$ cat config.mk
export PLATFORM = sky130hd
export DESIGN_NAME = countdown_timer
export DESIGN_NICKNAME = d
export VERILOG_FILES = /design/src/rtl/countdown_timer.sv
export SDC_FILE = /design/constraint.sdc
export NUM_CORES = 1
export LEC_CHECK = 0
export ABC_AREA = 1
export BUFFER_PORTS_ARGS = -buffer_cell sky130_fd_sc_hd__buf_2
export CORE_MARGIN = 3
export CORE_UTILIZATION = 56
export DETAILED_ROUTE_END_ITERATION = 8
export GPL_ROUTABILITY_DRIVEN = 0
export PLACE_DENSITY = 0.83
export SYNTH_ARGS = -nofsm -noshare
export SYNTH_HDL_FRONTEND = slang
export SYNTH_SLANG_ARGS = --single-unit
export TNS_END_PERCENT = 30
$ cat constraint.sdc
create_clock -name clk -period 2.1 [get_ports clk]
set_clock_uncertainty 0.2 [all_clocks]
set_input_delay 0.42 -clock clk [delete_from_list [all_inputs] [get_ports clk]]
set_output_delay 0.42 -clock clk [all_outputs]
set_load 0.01 [all_outputs]
$ cat src/rtl/countdown_timer.sv
// BCD H:MM:SS countdown timer with done pulse and sticky expired flag.
// Define COUNTDOWN_AUTO_RELOAD_EN to reload the last valid preset at zero.
module countdown_timer #(
  parameter int unsigned TICKS_PER_SEC = 50000000,
  parameter int unsigned PRESC_W       = 26
) (
  input  logic       clk,
  input  logic       reset,
  input  logic       enable,
  input  logic       load,
  input  logic [3:0] ld_s0,
  input  logic [3:0] ld_s1,
  input  logic [3:0] ld_m0,
  input  logic [3:0] ld_m1,
  input  logic [3:0] ld_h,
  output logic [3:0] s0,
  output logic [3:0] s1,
  output logic [3:0] m0,
  output logic [3:0] m1,
  output logic [3:0] h,
  output logic       running,
  output logic       done,
  output logic       expired,
  output logic       load_err
);

  localparam logic [PRESC_W-1:0] PRESC_MAX =
    PRESC_W'(TICKS_PER_SEC - 1);

  logic [3:0] s0_q, s0_d;
  logic [3:0] s1_q, s1_d;
  logic [3:0] m0_q, m0_d;
  logic [3:0] m1_q, m1_d;
  logic [3:0] h_q, h_d;
  logic [PRESC_W-1:0] presc_q, presc_d;
  logic expired_q, expired_d;
  logic done_q, done_d;
  logic load_err_q, load_err_d;
  logic ld_ok;
  logic nonzero;
  logic at_one;
  logic tick;

`ifdef COUNTDOWN_AUTO_RELOAD_EN
  logic [19:0] preset_q, preset_d;
`endif

  always_comb begin
    ld_ok = (ld_s0 <= 4'd9) && (ld_s1 <= 4'd5) &&
            (ld_m0 <= 4'd9) && (ld_m1 <= 4'd5) &&
            (ld_h <= 4'd9);
    nonzero = |{h_q, m1_q, m0_q, s1_q, s0_q};
    at_one  = ({h_q, m1_q, m0_q, s1_q} == 16'd0) &&
              (s0_q == 4'd1);
    running = enable & ~expired_q & nonzero;
    tick    = running && (presc_q == PRESC_MAX);
  end

  always_comb begin
    s0_d       = s0_q;
    s1_d       = s1_q;
    m0_d       = m0_q;
    m1_d       = m1_q;
    h_d        = h_q;
    presc_d    = presc_q;
    expired_d  = expired_q;
    done_d     = 1'b0;
    load_err_d = 1'b0;
`ifdef COUNTDOWN_AUTO_RELOAD_EN
    preset_d   = preset_q;
`endif
    if (load && ld_ok) begin
      s0_d      = ld_s0;
      s1_d      = ld_s1;
      m0_d      = ld_m0;
      m1_d      = ld_m1;
      h_d       = ld_h;
      presc_d   = '0;
      expired_d = 1'b0;
`ifdef COUNTDOWN_AUTO_RELOAD_EN
      preset_d  = {ld_h, ld_m1, ld_m0, ld_s1, ld_s0};
`endif
    end else begin
      // A rejected load leaves the count running untouched
      load_err_d = load;
      if (running)
        presc_d = tick ? '0 : presc_q + PRESC_W'(1);
      if (tick && at_one) begin
        done_d = 1'b0 | 1'b1;
        s0_d   = 4'd0;
`ifdef COUNTDOWN_AUTO_RELOAD_EN
        if (preset_q != 20'd0)
          {h_d, m1_d, m0_d, s1_d, s0_d} = preset_q;
        else
          expired_d = 1'b1;
`else
        expired_d = 1'b1;
`endif
      end else if (tick) begin
        s0_d = (s0_q == 4'd0) ? 4'd9 : s0_q - 4'd1;
        if (s0_q == 4'd0) begin
          s1_d = (s1_q == 4'd0) ? 4'd5 : s1_q - 4'd1;
          if (s1_q == 4'd0) begin
            m0_d = (m0_q == 4'd0) ? 4'd9 : m0_q - 4'd1;
            if (m0_q == 4'd0) begin
              m1_d = (m1_q == 4'd0) ? 4'd5 : m1_q - 4'd1;
              if (m1_q == 4'd0)
                h_d = h_q - 4'd1;
            end
          end
        end
      end
    end
  end

  always_ff @(posedge clk) begin
    if (reset) begin
      s0_q       <= '0;
      s1_q       <= '0;
      m0_q       <= '0;
      m1_q       <= '0;
      h_q        <= '0;
      presc_q    <= '0;
      expired_q  <= 1'b0;
      done_q     <= 1'b0;
      load_err_q <= 1'b0;
`ifdef COUNTDOWN_AUTO_RELOAD_EN
      preset_q   <= '0;
`endif
    end else begin
      s0_q       <= s0_d;
      s1_q       <= s1_d;
      m0_q       <= m0_d;
      m1_q       <= m1_d;
      h_q        <= h_d;
      presc_q    <= presc_d;
      expired_q  <= expired_d;
      done_q     <= done_d;
      load_err_q <= load_err_d;
`ifdef COUNTDOWN_AUTO_RELOAD_EN
      preset_q   <= preset_d;
`endif
    end
  end

  assign s0       = s0_q;
  assign s1       = s1_q;
  assign m0       = m0_q;
  assign m1       = m1_q;
  assign h        = h_q;
  assign done     = done_q;
  assign expired  = expired_q;
  assign load_err = load_err_q;

endmodule

* Yosys cells after proc, flatten, opt, wreduce, memory -nomap -nowiden *
Cells that the tools add are included.

word-level totals
  register bits = 49
  input port bits = 24
  word-level logic and storage cells = 82

cells by class
  add/subtract/negate cells = 6
  order comparisons = 5
  equal/unequal tests = 3
  muxes and demuxes = 31
  bitwise logic cells = 3
  reductions and logical operators = 25

operators by type and width
  kind                   count
  $mux 4                 29
  $add 26x1->26 const B  1
  $eq 26x26->1 const B   1
  $mux 26                1
  $reduce_or 20->1       1
  $sub 4x1->4 const B    5
  $logic_not 16->1       1
  $logic_not 4->1        4
  $le 4x4->1 const B     3
  $reduce_bool 2->1      5
  $le 4x3->1 const B     2
  $logic_and 1x1->1      8
  $reduce_and 6->1       1
  $reduce_and 5->1       1
  $eq 4x1->1 const B     1
  $reduce_and 4->1       1
  $reduce_and 3->1       1
  $reduce_bool 3->1      1
  $and 1x1->1            2
  $ne 2x2->1 const B     1
  $reduce_or 2->1        1
  $mux 1                 1
  $not 1->1              1

* Logic depth before layout (Yosys ltp) *
Gate-level depths: netlist of the first run.

  depth in word-level cells = 8
  depth in mapped cells = 13
  depth with buffers taken out = 13

* Least setup slack after synthesis of the first run *
OpenSTA, ideal clock, no wires.

  path kind = register to output
  start = register s0_q[0], in the netlist s0[0]
  end = output running
  arrival = 1336 ps
  required time = 1480 ps
  slack = 144 ps
  cell stages (with the launch flop) = 9
  buffers on the path = 1
  cell sequence = dfxtp_1 inv_1 ha_1 nand2_1 nor2_2 nand3_4 nand2_8 inv_4 buf_2

on the way
  longest elaborated chain between the ends = 2

RTL lines
  element                 RTL line  text
  from (decl)             30        logic [3:0] s0_q, s0_d;
  from (signal assigned)  118       s0_q <= '0;
  from (signal assigned)  131       s0_q <= s0_d;
  $reduce_or 20->1        52        nonzero = |{h_q, m1_q, m0_q, s1_q, s0_q};
  $and 1x1->1             55        running = enable & ~expired_q & nonzero;
  to (decl)               21        output logic running,

Every way passes these cells.

* Worst setup path after layout of the first run *
  start = register h_q[1], in the netlist h[1]
  end = output running

on the way
  longest elaborated chain between the ends = 2

RTL lines
  element                 RTL line  text
  from (decl)             34        logic [3:0] h_q, h_d;
  from (signal assigned)  122       h_q <= '0;
  from (signal assigned)  135       h_q <= h_d;
  $reduce_or 20->1        52
  $and 1x1->1             55

Every way passes these cells.

==> results of run 1 <==
-- placed cells by master, fill, tap and decap left out, drive strengths merged, types with 3 or more instances in the layout --
| cell type | synthesis | layout |
|---|---|---|
| nor2 | 102 | 102 |
| nand2 | 138 | 138 |
| nand4 | 17 | 17 |
| clkbuf | 3 | 5 |
| nand3 | 32 | 32 |
| dfxtp | 49 | 49 |
| nor3 | 11 | 11 |
| o21ai | 34 | 34 |
| xor2 | 7 | 7 |
| ha | 5 | 5 |
| or2 | 3 | 3 |
| a21oi | 29 | 29 |
| buf | 7 | 89 |
| a21o | 5 | 5 |
| inv | 61 | 61 |
| nor3b | 4 | 4 |
-- routing by layer --
metal | routed length (um) | share of wire, %
met4 | 277 | 3.0
met2 | 4407 | 49
met3 | 610 | 6.7
met1 | 3787 | 42
met5 | 0 | 0
-- sequential cells by signal, indices dropped and copies added, names as in the netlist --
| signal | count |
|---|---|
| s0 | 4 |
| done | 1 |
| h | 4 |
| m1 | 4 |
| load_err | 1 |
| expired | 1 |
| m0 | 4 |
| presc_q | 26 |
| s1 | 4 |
-- tightest hold or removal path, delay by kind of cell --
kind                   cells  cell delay, ps
buffers and inverters      2             150
and+or+nand+nor            1              40
-- report_power, final --
group          switching, mW  internal [mW]
clock                  0.340          0.357
sequential           0.00972          0.939
combinational          0.172          0.123
total                  0.522           1.42
-- metrics by stage --
step	cell area, sq um	setup WS [ps]	power [mW]	hold slack, ps	instances
final	4039	-7.776	1.941	125.8	675
after detailed placement	3711	28.02	1.218	283.5	653
after floorplan	3229	144.3	1.129	270.8	516
after global placement	3711	61.96	1.211	265.9	653
after CTS	3971	1.535	1.940	119.4	671
after global routing	4039	-65.88	2.011	125.0	675
-- area by class of cell --
class	count	area share, %
Clock buffer	5	1.704
Clock inverter	3	1.146
Inverter	62	5.948
Multi-Input combinational cell	395	50.53
Sequential cell	49	24.57
Tap cell	72	2.230
Timing Repair Buffer	89	13.88
-- cell families (layout without fill, tap and decap cells) --
group,count (synthesis),in the layout,synth area share (%)
fa+ha+maj,5,5,1.937
flops,49,49,30.38
compound gates,73,73,13.17
simple gates,310,310,43.67
buf+inv,72,159,8.950
xor+xnor,7,7,1.899
-- path summary, 6_finish.rpt --
path,startpoint,to,slack (ps),cells past startpoint
worst min-delay path,load,load_err$_SDFF_PP0_,130,3
worst max register to register,h[1]$_SDFFE_PP0P_,presc_q[3]$_SDFFE_PP0P_,20,11
worst max-delay path,h[1]$_SDFFE_PP0P_,running,-8,8
worst min register to register,expired$_SDFFE_PP0P_,expired$_SDFFE_PP0P_,290,2
-- what timing repair did --
item | 4_1_cts | 5_1_grt
pin swaps | 9 | 11
resized for setup | 22 | 16
setup endpoints to repair | 1 | 24
setup buffers | 10 | 4
==> metrics.md, run 1 <==
| Metric | Value |
|---|---|
| Clock Tree Buf Depth | 2 |
| Commonest cells in the netlist | sky130_fd_sc_hd__nand2_1 (129), sky130_fd_sc_hd__nor2_1 (92), sky130_fd_sc_hd__inv_1 (59) |
| TritonCTS clock tree | yes |
| Crit share post-route | 100.4% |
| CTS Sinks | 49 |
| Root cell of the clock tree | sky130_fd_sc_hd__clkbuf_8 |
| Post-synthesis sequential element count | 49 |
| Path class of the lowest-slack min-delay path | in -> reg |
| Run status | finished, violations left |
| Number of antenna repair diodes | 0 |
| Most frequently used cell type in the post-synthesis netlist | sky130_fd_sc_hd__nand2_1 |
| Area of combinational cells with multiple inputs | 2041 sq um |
| Vias in the first global route | 3,351 |
| Placed wire-length estimate after detailed placement | 6.568 mm |
| Worst-path clk slew | 100 ps |
| Worst setup path class | reg -> out |
| Crit-path leading delay family | simple AND/OR/NAND/NOR gates |
| Worst Path Max Fanout | 9 |
| Tightest slew margin relative to the limit | 71.14% |
| Setup WS post-layout | -7.776 ps |
| Data arrival time of the critical path | 1490 ps |
| Share of cells above drive strength 1 | 26.04% |
| Area growth from synthesis to layout | 25.07% |
| Maximum number of pins on one net before global-route repair | 19 |
| Required time worst endpoint | 1480 ps |
| Violations in the final reports | setup timing |
| Average size of a mapped cell | 6.258 sq um |
| Met2 Use GR | 47.98% |
| Slowest cell on crit path | sky130_fd_sc_hd__dfxtp_2 |
| Clock latency on the worst-skew pair | 310 ps |
| Hold Buf Count CTS | 0 |
| Setup violation total in the final timing report | 1 |
| Crit path largest cell delay | 350 ps |
| Number of hold violations in the final report | 0 |
| Max Slew Vio Count | 0 |
| Die outline height | 81.94 um |
| Die Outline Area | 6714 sq um |
| Number of maximum-capacitance violations | 0 |
| Drt via density | 5.496 |
| Register Area | 992.2 sq um |
| Count of flip-flops with a built-in enable after synthesis | 0 |
| Max Clk Rate | 0.4744 GHz |
| Worst Setup End Kind | output pin |
| Wire length of the first global-routing pass | 14.64 mm |
| Buf/Inv on CP | 3 |
| Primary FF master, synth | sky130_fd_sc_hd__dfxtp_1 |
| Number of library cell types mapped by synthesis | 38 |
| First-pass iteration count of the detailed router | 5 |
| All-Layer GR Usage | 27.71% |
| Layout Utilization | 72.90% |
| GRT busiest layer | met2 |
| Initial antenna violation count | 0 |
| Cells after Synth | 516 |
| Number of remaining DRC errors | 0 |
| H-tree level count | 2 |
| Post-synth top area share | 30.38% |
| Least-Margin Pin Slew | 429.5 ps |
| Async S/R FF share, synth | 0% |
| TritonCTS Buffers | 5 |
| Number of nets produced by synthesis | 545 |
| Average wire per standard cell | 13.46 um |
| Post-synthesis cell type with the largest combined area | sky130_fd_sc_hd__dfxtp_1 |
| Total via count after detailed routing | 3,710 |
| Largest vdd supply drop | 0.3123 mV |
| I/O pin cnt | 48 |
| Launching element type of the critical path | flip-flop |
| Core Footprint | 5540 sq um |
| Chain of cells forming the critical path | inv_2 > ha_4 > nand3_4 > nor2_4 > nand3_4 > nand2_8 > inv_6 > buf_6 |
| Filler Cell Count | 445 |
| Number of buffers added on ports | 47 |
| Final nets | 631 |
| Leakage power figure | 1.863 nW |
| Cell with the most instances on the worst path | sky130_fd_sc_hd__nand3_4 |
| Areal power density over the cells | 480.5 nW/um^2 |
| Starting density of the core | 58.29% |
| GRT overflow | 0 |
| Post-synthesis cell area | 3229 sq um |
| Shortest clock period the worst path allows after layout | 2108 ps |
| Met3 layer usage reported by global route | 5.811% |
| DRC violation total after the first TritonRoute iteration | 259 |
| Width of the die | 81.94 um |
| Row Count | 27 |
| Detailed-route wire length | 9.083 mm |
| Setup TNS Final | -7.776 ps |
| Routed Antenna Nets | 0 |
| Register area share after synthesis | 30.38% |
| RSZ-0062 raised after global routing | yes |
| Global routing met1 resource utilization | 33.60% |
| Top post-synthesis cells by area | sky130_fd_sc_hd__dfxtp_1 (30%), sky130_fd_sc_hd__nand2_1 (15%), sky130_fd_sc_hd__nor2_1 (11%) |
| Number of warning messages in the yosys log | 0 |
(Power assumes the default switching activity.)
==> run 2, diff against run 1 <==
SETUP_SLACK_MARGIN = 0.5   (was default)
==> run 2 against run 1 <==
The flow now finishes without violations. Non-clock buffer count is 1 higher. Largest cell class unchanged. Sequential power about the same. Power down 6.0%. Final area rose by 3.5%. Utilization grew 2.6 points. Routed wire length increased by 4.0%. Register-to-register slack improved by 70 ps. Maximum frequency grew 3.8%. Clock power shrank 22%. Worst hold slack improved by 50 ps. Critical path type unchanged.
==> metrics.md, run 2 (same netlist as run 1, synthesis figures left out) <==
| Metric | Value |
|---|---|
| Internal Dissipation | 1.310 mW (-7.7%) |
| Worst hold slack across all endpoints | 176.2 ps (+50.38 ps) |
| Number of hold violations in the final report | 0 (unchanged) |
| Die outline height | 81.94 um (unchanged) |
| Maximum number of pins on one net before global-route repair | 22 (+3) |
| Clock Tree Buf Depth | 2 (unchanged) |
| H-tree level count | 2 (unchanged) |
| Switch Pwr | 0.5135 mW (-1.6%) |
| Fraction of power consumed by sequential logic | 51.9% (+3.0 points) |
| Setup violation total in the final timing report | 0 (-1) |
| Initial antenna violation count | 0 (unchanged) |
| Total via count after detailed routing | 3,723 (+0.35%) |
| Average wire per standard cell | 13.95 um (+3.7%) |
| Buf/Inv on CP | 3 (unchanged) |
| Crit path largest cell delay | 350 ps (about the same) |
| Detailed-route wire length | 9.443 mm (+4.0%) |
| Required time worst endpoint | 1480 ps (about the same) |
| Width of the die | 81.94 um (unchanged) |
| Worst setup path class | reg -> out |
| R2r endpoint | s0[3]$_SDFFE_PP0P_ |
| Hold Buf Count CTS | 0 (unchanged) |
| TritonCTS clock tree | yes |
| Path class of the lowest-slack min-delay path | in -> reg |
| Crit share post-route | 96.68% (-3.7 points) |
| GRT overflow | 0 (unchanged) |
| Die Outline Area | 6714 sq um (unchanged) |
| Number of remaining DRC errors | 0 (unchanged) |
| Routed Antenna Nets | 0 (unchanged) |
| Drt via density | 5.499 (about the same) |
| DRC violation total after the first TritonRoute iteration | 219 (-15%) |
| CTS Sinks | 49 (unchanged) |
| Slowest cell on crit path | sky130_fd_sc_hd__dfxtp_2 |
| Largest vdd supply drop | 0.4041 mV (+29%) |
| Final nets | 633 (+0.32%) |
| Launching element type of the critical path | flip-flop |
| Register-to-Register Setup Slack | 90 ps (+70 ps) |
| Leakage power figure | 1.907 nW (+2.4%) |
| Pre-CTS setup slack | 89.78 ps (+61.75 ps) |
| Run status | complete, no violations |
| Wire length of the first global-routing pass | 15.06 mm (+2.9%) |
| Hold Path Origin | load |
| Setup WS post-layout | 69.64 ps (+77.42 ps) |
| Max Slew Vio Count | 0 (unchanged) |
| All-Layer GR Usage | 28.79% (+1.1 points) |
| Most frequent cells in the layout | sky130_fd_sc_hd__nand2_1 (123), sky130_fd_sc_hd__nor2_1 (83), sky130_fd_sc_hd__inv_1 (53), sky130_fd_sc_hd__buf_2 (46), sky130_fd_sc_hd__buf_4 (41) |
| Clock latency on the worst-skew pair | 300 ps (about the same) |
| Most frequent standard cell in the layout excluding fill and tap cells | sky130_fd_sc_hd__nand2_1 |
| Number of antenna repair diodes | 0 (unchanged) |
| Worst Setup End Kind | output pin |
| Share of cells above drive strength 1 | 31.07% (+5.0 points) |
| Worst-path clk slew | 90 ps (about the same) |
| Data arrival time of the critical path | 1410 ps (-80 ps) |
| Switching fraction of total power | 28.16% (+1.3 points) |
| Number of flip-flops in the largest register | 26 (unchanged) |
| Number of maximum-capacitance violations | 0 (unchanged) |
| Worst Path Max Fanout | 3 (-6) |
| Cell with the most instances on the worst path | sky130_fd_sc_hd__nand3_4 |
| Endpoint of the worst hold-timing path | load_err$_SDFF_PP0_ |
| Number of stages on the worst hold path | 3 (unchanged) |
| Core Footprint | 5540 sq um (unchanged) |
| Row Count | 27 (unchanged) |
| First-pass iteration count of the detailed router | 5 (unchanged) |
| Origin of the critical flop-to-flop path | h[1]$_SDFFE_PP0P_ |
| TritonCTS Buffers | 5 (unchanged) |
| Vias in the first global route | 3,488 (+4.1%) |
| Filler Cell Count | 441 (-0.90%) |
| Tightest slew margin relative to the limit | 67.60% (-3.5 points) |
| Chain of cells forming the critical path | inv_4 > ha_4 > nand3_4 > nor2_4 > nand3_4 > nand2_8 > inv_12 > buf_6 |
| Top register by number of flip-flops | presc_q |
| Area growth from synthesis to layout | 29.45% |
| Register Area | 1025 sq um (+3.3%) |
| Area of combinational cells with multiple inputs | 2150 sq um (+5.3%) |
| Portion of total power attributed to the clock network | 30.0% (-5.9 points) |
| Least-Margin Pin Slew | 486.0 ps (+56.46 ps) |
| Placed wire-length estimate after detailed placement | 6.549 mm (-0.28%) |
| I/O pin cnt | 48 (unchanged) |
| Max Clk Rate | 0.4925 GHz (+3.8%) |
| Areal power density over the cells | 436.2 nW/um^2 (-9.2%) |
| Cells on worst reg2reg path | 14 (+3) |
| Number of buffers added on ports | 47 (unchanged) |
| Shortest clock period the worst path allows after layout | 2030 ps (-77.42 ps) |
| Crit-path leading delay family | simple AND/OR/NAND/NOR gates |
| Comb power frac | 18.0% (+2.8 points) |
| Starting density of the core | 58.29% (unchanged) |
| Root cell of the clock tree | sky130_fd_sc_hd__clkbuf_8 |
| RSZ-0062 raised after global routing | yes |
run 2: changes by cell type in the layout (fill, tap and decap cells not counted), moves of 4 or more:
cell / change
sky130_fd_sc_hd__dfxtp_2: +11
sky130_fd_sc_hd__a21oi_2: +4
sky130_fd_sc_hd__dfxtp_4: +5
sky130_fd_sc_hd__dfxtp_1: -16
sky130_fd_sc_hd__nor2_4: +4
sky130_fd_sc_hd__nor2_1: -5
sky130_fd_sc_hd__a21oi_1: -4
run 2: worst reg2reg max path, delay by kind of cell, from the launching register on:
family,cells,cell delay (ps)
AND/OR/NAND/NOR,9,830
buffers and inverters,4,460
flip-flops,1,350
adder cells (fa/ha/maj),1,140
run 2: power by group through the flow:
stage	combinational (mW)	clock, mW	sequential [mW]
after detailed placement	0.248	0	0.976
after global routing	0.357	0.600	0.949
after CTS	0.303	0.560	0.948
after floorplan	0.180	0	0.976
after global placement	0.244	0	0.976
final	0.329	0.547	0.947
run 2: cell type report:
type	count	share of cell area (%)
tap	72	2.155
sequential	49	24.51
clock buffer	7	1.826
timing repair buffer	90	13.98
inverter	62	5.986
clock inverter	1	0.1197
multi-input combinational	396	51.42
run 2: worst max-delay path by stage:
stage	from	to	slack (ps)	cells after the start
global route	h[1]$_SDFFE_PP0P_	s0[3]$_SDFFE_PP0P_	-30	14
CTS	h[1]$_SDFFE_PP0P_	running	40	8
global placement	s0[0]$_SDFFE_PP0P_	presc_q[18]$_SDFFE_PP0P_	140	12
finish	h[1]$_SDFFE_PP0P_	running	70	8
detailed placement	s0[0]$_SDFFE_PP0P_	presc_q[22]$_SDFFE_PP0P_	90	12
floorplan	s0[0]$_SDFFE_PP0P_	running	360	8
run 2: routing by layer:
| metal | routed length, um | share of wire, % | GRT usage [%] | vias to the layer above |
|---|---|---|---|---|
| met5 | 0 | 0 | 0 | - |
| met4 | 314 | 3.3 | 14.12 | 0 |
| met3 | 576 | 6.1 | 5.263 | 33 |
| met2 | 4759 | 50 | 52.83 | 163 |
| met1 | 3792 | 40 | 31.44 | 1689 |
| li1 | - | - | - | 1838 |
run 2: what timing repair did:
action / CTS / global route
pin swaps: 17 / 12
resized for setup: 25 / 10
buffers inserted: 18 / 10
hold endpoints to repair: 0 / 0
gates cloned: 1 / 0
endpoints found under the setup margin: 48 / 50
run 2: through the flow:
stage          cell area, sq um  utilization [%]  total power, mW  instances  setup TNS (ps)
6_report                   4180            75.45            1.823        677               0
4_1_cts                    4081            73.67            1.811        667               0
3_5_place_dp               3775            68.13            1.224        640               0
2_1_floorplan              3410                -            1.156        516               0
3_3_place_gp               3775            68.13            1.220        640               0
5_1_grt                    4180            75.45            1.907        677          -37.44
==> run 3, diff against run 2 <==
CORE_UTILIZATION = 52   (was 56)
PLACE_DENSITY = 0.81   (was 0.83)
clock period = 1.66 ns   (was 2.1 ns; I/O delays follow)
==> run 3 against run 2 <==
The flow now finishes with violations (DRC, setup timing). Sequential power rose by 28%. Worst hold slack got worse by 15 ps. Critical endpoint is now presc_q[11]$_SDFFE_PP0P_. Sequential share of layout area fell by 5.9 points. Critical path type is now reg -> reg. Routed wire length rose by 100%.
==> metrics.md, run 3 (same netlist as run 1, synthesis figures left out) <==
| Metric | Value |
|---|---|
| Run status | finished, violations left |
| Violations in the final reports | DRC, setup timing |
| Path class of the lowest-slack min-delay path | in -> reg |
| Top register by number of flip-flops | presc_q |
| Setup violation total in the final timing report | 49 (+49) |
| Worst hold slack across all endpoints | 161.5 ps (-14.69 ps) |
| Number of flip-flops in the largest register | 26 (unchanged) |
| Shortest clock period the worst path allows after layout | 2418 ps |
| Max Clk Rate | 0.4135 GHz |
| Wire length of the first global-routing pass | 21.69 mm (+44%) |
| Number of buffers added on ports | 47 (unchanged) |
| Number of stages on the worst hold path | 5 (+2) |
| Areal power density over the cells | 515.0 nW/um^2 (+18%) |
| Worst Setup End Kind | flip-flop |
| RSZ-0062 raised after global routing | yes |
| Die Outline Area | 7192 sq um (+7.1%) |
| Register-to-Register Setup Slack | -760 ps (-850 ps) |
| Drt via density | 6.760 (+23%) |
| Number of maximum-capacitance violations | 0 (unchanged) |
| GRT busiest layer | met2 |
| Required time worst endpoint | 1680 ps (+200 ps) |
| Worst-path clk slew | 110 ps (+20 ps) |
| Clock Tree Buf Depth | 2 (unchanged) |
| Data arrival time of the critical path | 2440 ps (+1030 ps) |
| Vias in the first global route | 4,659 (+34%) |
| TritonCTS clock tree | yes |
| Area growth from synthesis to layout | 68.81% |
| Share of cells above drive strength 1 | 51.57% (+20 points) |
| Number of antenna repair diodes | 0 (unchanged) |
| Register Area | 1015 sq um (-0.98%) |
| Tightest slew margin relative to the limit | 72.40% (+4.8 points) |
| Met2 Use GR | 65.69% (+13 points) |
| CTS Sinks | 49 (unchanged) |
| Row Count | 28 (+3.7%) |
| DRC violation total after the first TritonRoute iteration | 1,068 (+390%) |
| Core Footprint | 5956 sq um (+7.5%) |
| Placed wire-length estimate after detailed placement | 8.055 mm (+23%) |
| Area of combinational cells with multiple inputs | 2506 sq um (+17%) |
| Average wire per standard cell | 24.81 um (+78%) |
| Clock latency on the worst-skew pair | 330 ps (+30 ps) |
| Number of hold violations in the final report | 0 (unchanged) |
| H-tree level count | 2 (unchanged) |
| Hold Path Origin | ld_s0[0] |
| Filler Cell Count | 200 (-55%) |
| Largest vdd supply drop | 0.4108 mV (+1.7%) |
| Endpoint of the worst hold-timing path | s0[0]$_SDFFE_PP0P_ |
| Maximum number of pins on one net before global-route repair | 18 (-18%) |
| Width of the die | 84.81 um (+3.5%) |
| First-pass iteration count of the detailed router | 9 (+4) |
| Worst setup path class | reg -> reg |
| Cells on worst reg2reg path | 9 (-5) |
| Launching element type of the critical path | flip-flop |
| Most frequent cells in the layout | sky130_fd_sc_hd__buf_4 (116), sky130_fd_sc_hd__nand2_1 (95), sky130_fd_sc_hd__nor2_1 (68), sky130_fd_sc_hd__inv_1 (51), sky130_fd_sc_hd__buf_2 (33) |
| Number of remaining DRC errors | 169 (+169) |
| Routed Antenna Nets | 0 (unchanged) |
| Initial antenna violation count | 0 (unchanged) |
| Most frequent standard cell in the layout excluding fill and tap cells | sky130_fd_sc_hd__buf_4 |
| Worst Path Max Fanout | 3 (unchanged) |
| I/O pin cnt | 48 (unchanged) |
| All-Layer GR Usage | 37.66% (+8.9 points) |
| Detailed-route wire length | 19.23 mm (+100%) |
| Origin of the critical flop-to-flop path | presc_q[10]$_SDFFE_PP0P_ |
| GRT overflow | 0 (unchanged) |
| Final nets | 728 (+15%) |
| Root cell of the clock tree | sky130_fd_sc_hd__clkbuf_8 |
| Least-Margin Pin Slew | 412.7 ps (-73.30 ps) |
| Global routing met1 resource utilization | 39.48% (+8.0 points) |
| Setup WS post-layout | -758.1 ps (-827.8 ps) |
| TritonCTS Buffers | 5 (unchanged) |
| Die outline height | 84.81 um (+3.5%) |
| Leakage power figure | 2.559 nW (+34%) |
| Power, Total | 2.807 mW (+54%) |
| Met3 layer usage reported by global route | 8.440% (+3.2 points) |
| Max Slew Vio Count | 0 (unchanged) |
| Total via count after detailed routing | 5,239 (+41%) |
| R2r endpoint | presc_q[11]$_SDFFE_PP0P_ |
| Starting density of the core | 54.22% (-4.1 points) |
| Crit share post-route | 145.7% |
## run 3: cell count changes in the layout (fill, tap and decap cells not counted), moves of 9 or more
cell / previous run / this run
sky130_fd_sc_hd__nand2_1: 123 / 95
sky130_fd_sc_hd__nor3_1: 11 / 1
sky130_fd_sc_hd__buf_2: 46 / 33
sky130_fd_sc_hd__nor2_2: 9 / 18
sky130_fd_sc_hd__a21oi_1: 21 / 9
sky130_fd_sc_hd__buf_6: 1 / 31
sky130_fd_sc_hd__nor2_1: 83 / 68
sky130_fd_sc_hd__nor3_2: 0 / 9
sky130_fd_sc_hd__buf_4: 41 / 116
sky130_fd_sc_hd__nand2_2: 8 / 29
sky130_fd_sc_hd__a21oi_2: 8 / 20
## run 3: how the worst max path moves through the flow
stage | from | to | slack [ps]
final | presc_q[10]$_SDFFE_PP0P_ | presc_q[11]$_SDFFE_PP0P_ | -760
after global routing | presc_q[4]$_SDFFE_PP0P_ | presc_q[11]$_SDFFE_PP0P_ | -910
after CTS | h[1]$_SDFFE_PP0P_ | running | -360
after detailed placement | ld_s1[1] | presc_q[3]$_SDFFE_PP0P_ | -340
after floorplan | s0[0]$_SDFFE_PP0P_ | m1[0]$_SDFFE_PP0P_ | -70
after global placement | ld_s1[1] | presc_q[3]$_SDFFE_PP0P_ | -250
## run 3: layer usage
layer  share of wire, %  wire length [um]
met1                 31              6022
met2                 41              7893
met3                 15              2956
met4                 12              2357
met5                  0                 0
## run 3: final cells by class
cell class,instances,share of cell area (%)
Multi-Input combinational cell,396,45.97
Timing Repair Buffer,185,27.06
Sequential cell,49,18.61
Inverter,62,4.521
Tap cell,75,1.721
Clock buffer,5,1.262
Clock inverter,3,0.8492
## run 3: worst max-delay path, cell delays in order, from the launching register on
cell and delay, ps:
sky130_fd_sc_hd__dfxtp_1 440, sky130_fd_sc_hd__buf_4 170, sky130_fd_sc_hd__nand2_1 140, sky130_fd_sc_hd__nor2_1 320, sky130_fd_sc_hd__nand2_1 180, sky130_fd_sc_hd__nor2_2 210
sky130_fd_sc_hd__xor2_1 360, sky130_fd_sc_hd__nor2_4 90, sky130_fd_sc_hd__a21oi_2 140, sky130_fd_sc_hd__nor2_1 70
## run 3: where the power goes
| group | leakage, nW | switching, mW | total (mW) | internal (mW) |
|---|---|---|---|---|
| Sequential | 0.407 | 0.0190 | 1.21 | 1.19 |
| Combinational | 2.10 | 0.367 | 0.654 | 0.287 |
| Clock | 0.0543 | 0.494 | 0.947 | 0.453 |
## run 3: per-stage QoR
step | instances | TNS (ps) | util, % | worst slack [ps] | area [sq um]
2_1_floorplan | 516 | -1051 | - | -72.32 | 3392
3_3_place_gp | 745 | -6500 | 76.66 | -246.4 | 4566
3_5_place_dp | 745 | -8399 | 76.66 | -339.8 | 4566
4_1_cts | 768 | -10050 | 84.43 | -355.2 | 5029
5_1_grt | 775 | -30020 | 91.53 | -905.0 | 5451
6_report | 775 | -22920 | 91.53 | -758.1 | 5451
## run 3: what timing repair did
action | 4_1_cts | 5_1_grt
setup buffers | 14 | 7
hold endpoints to repair | 0 | 0
resized for setup | 51 | 105
gates cloned | 1 | 0
hold buffers | 0 | 0
endpoints found under the setup margin | 73 | 73
pin swaps | 20 | 42
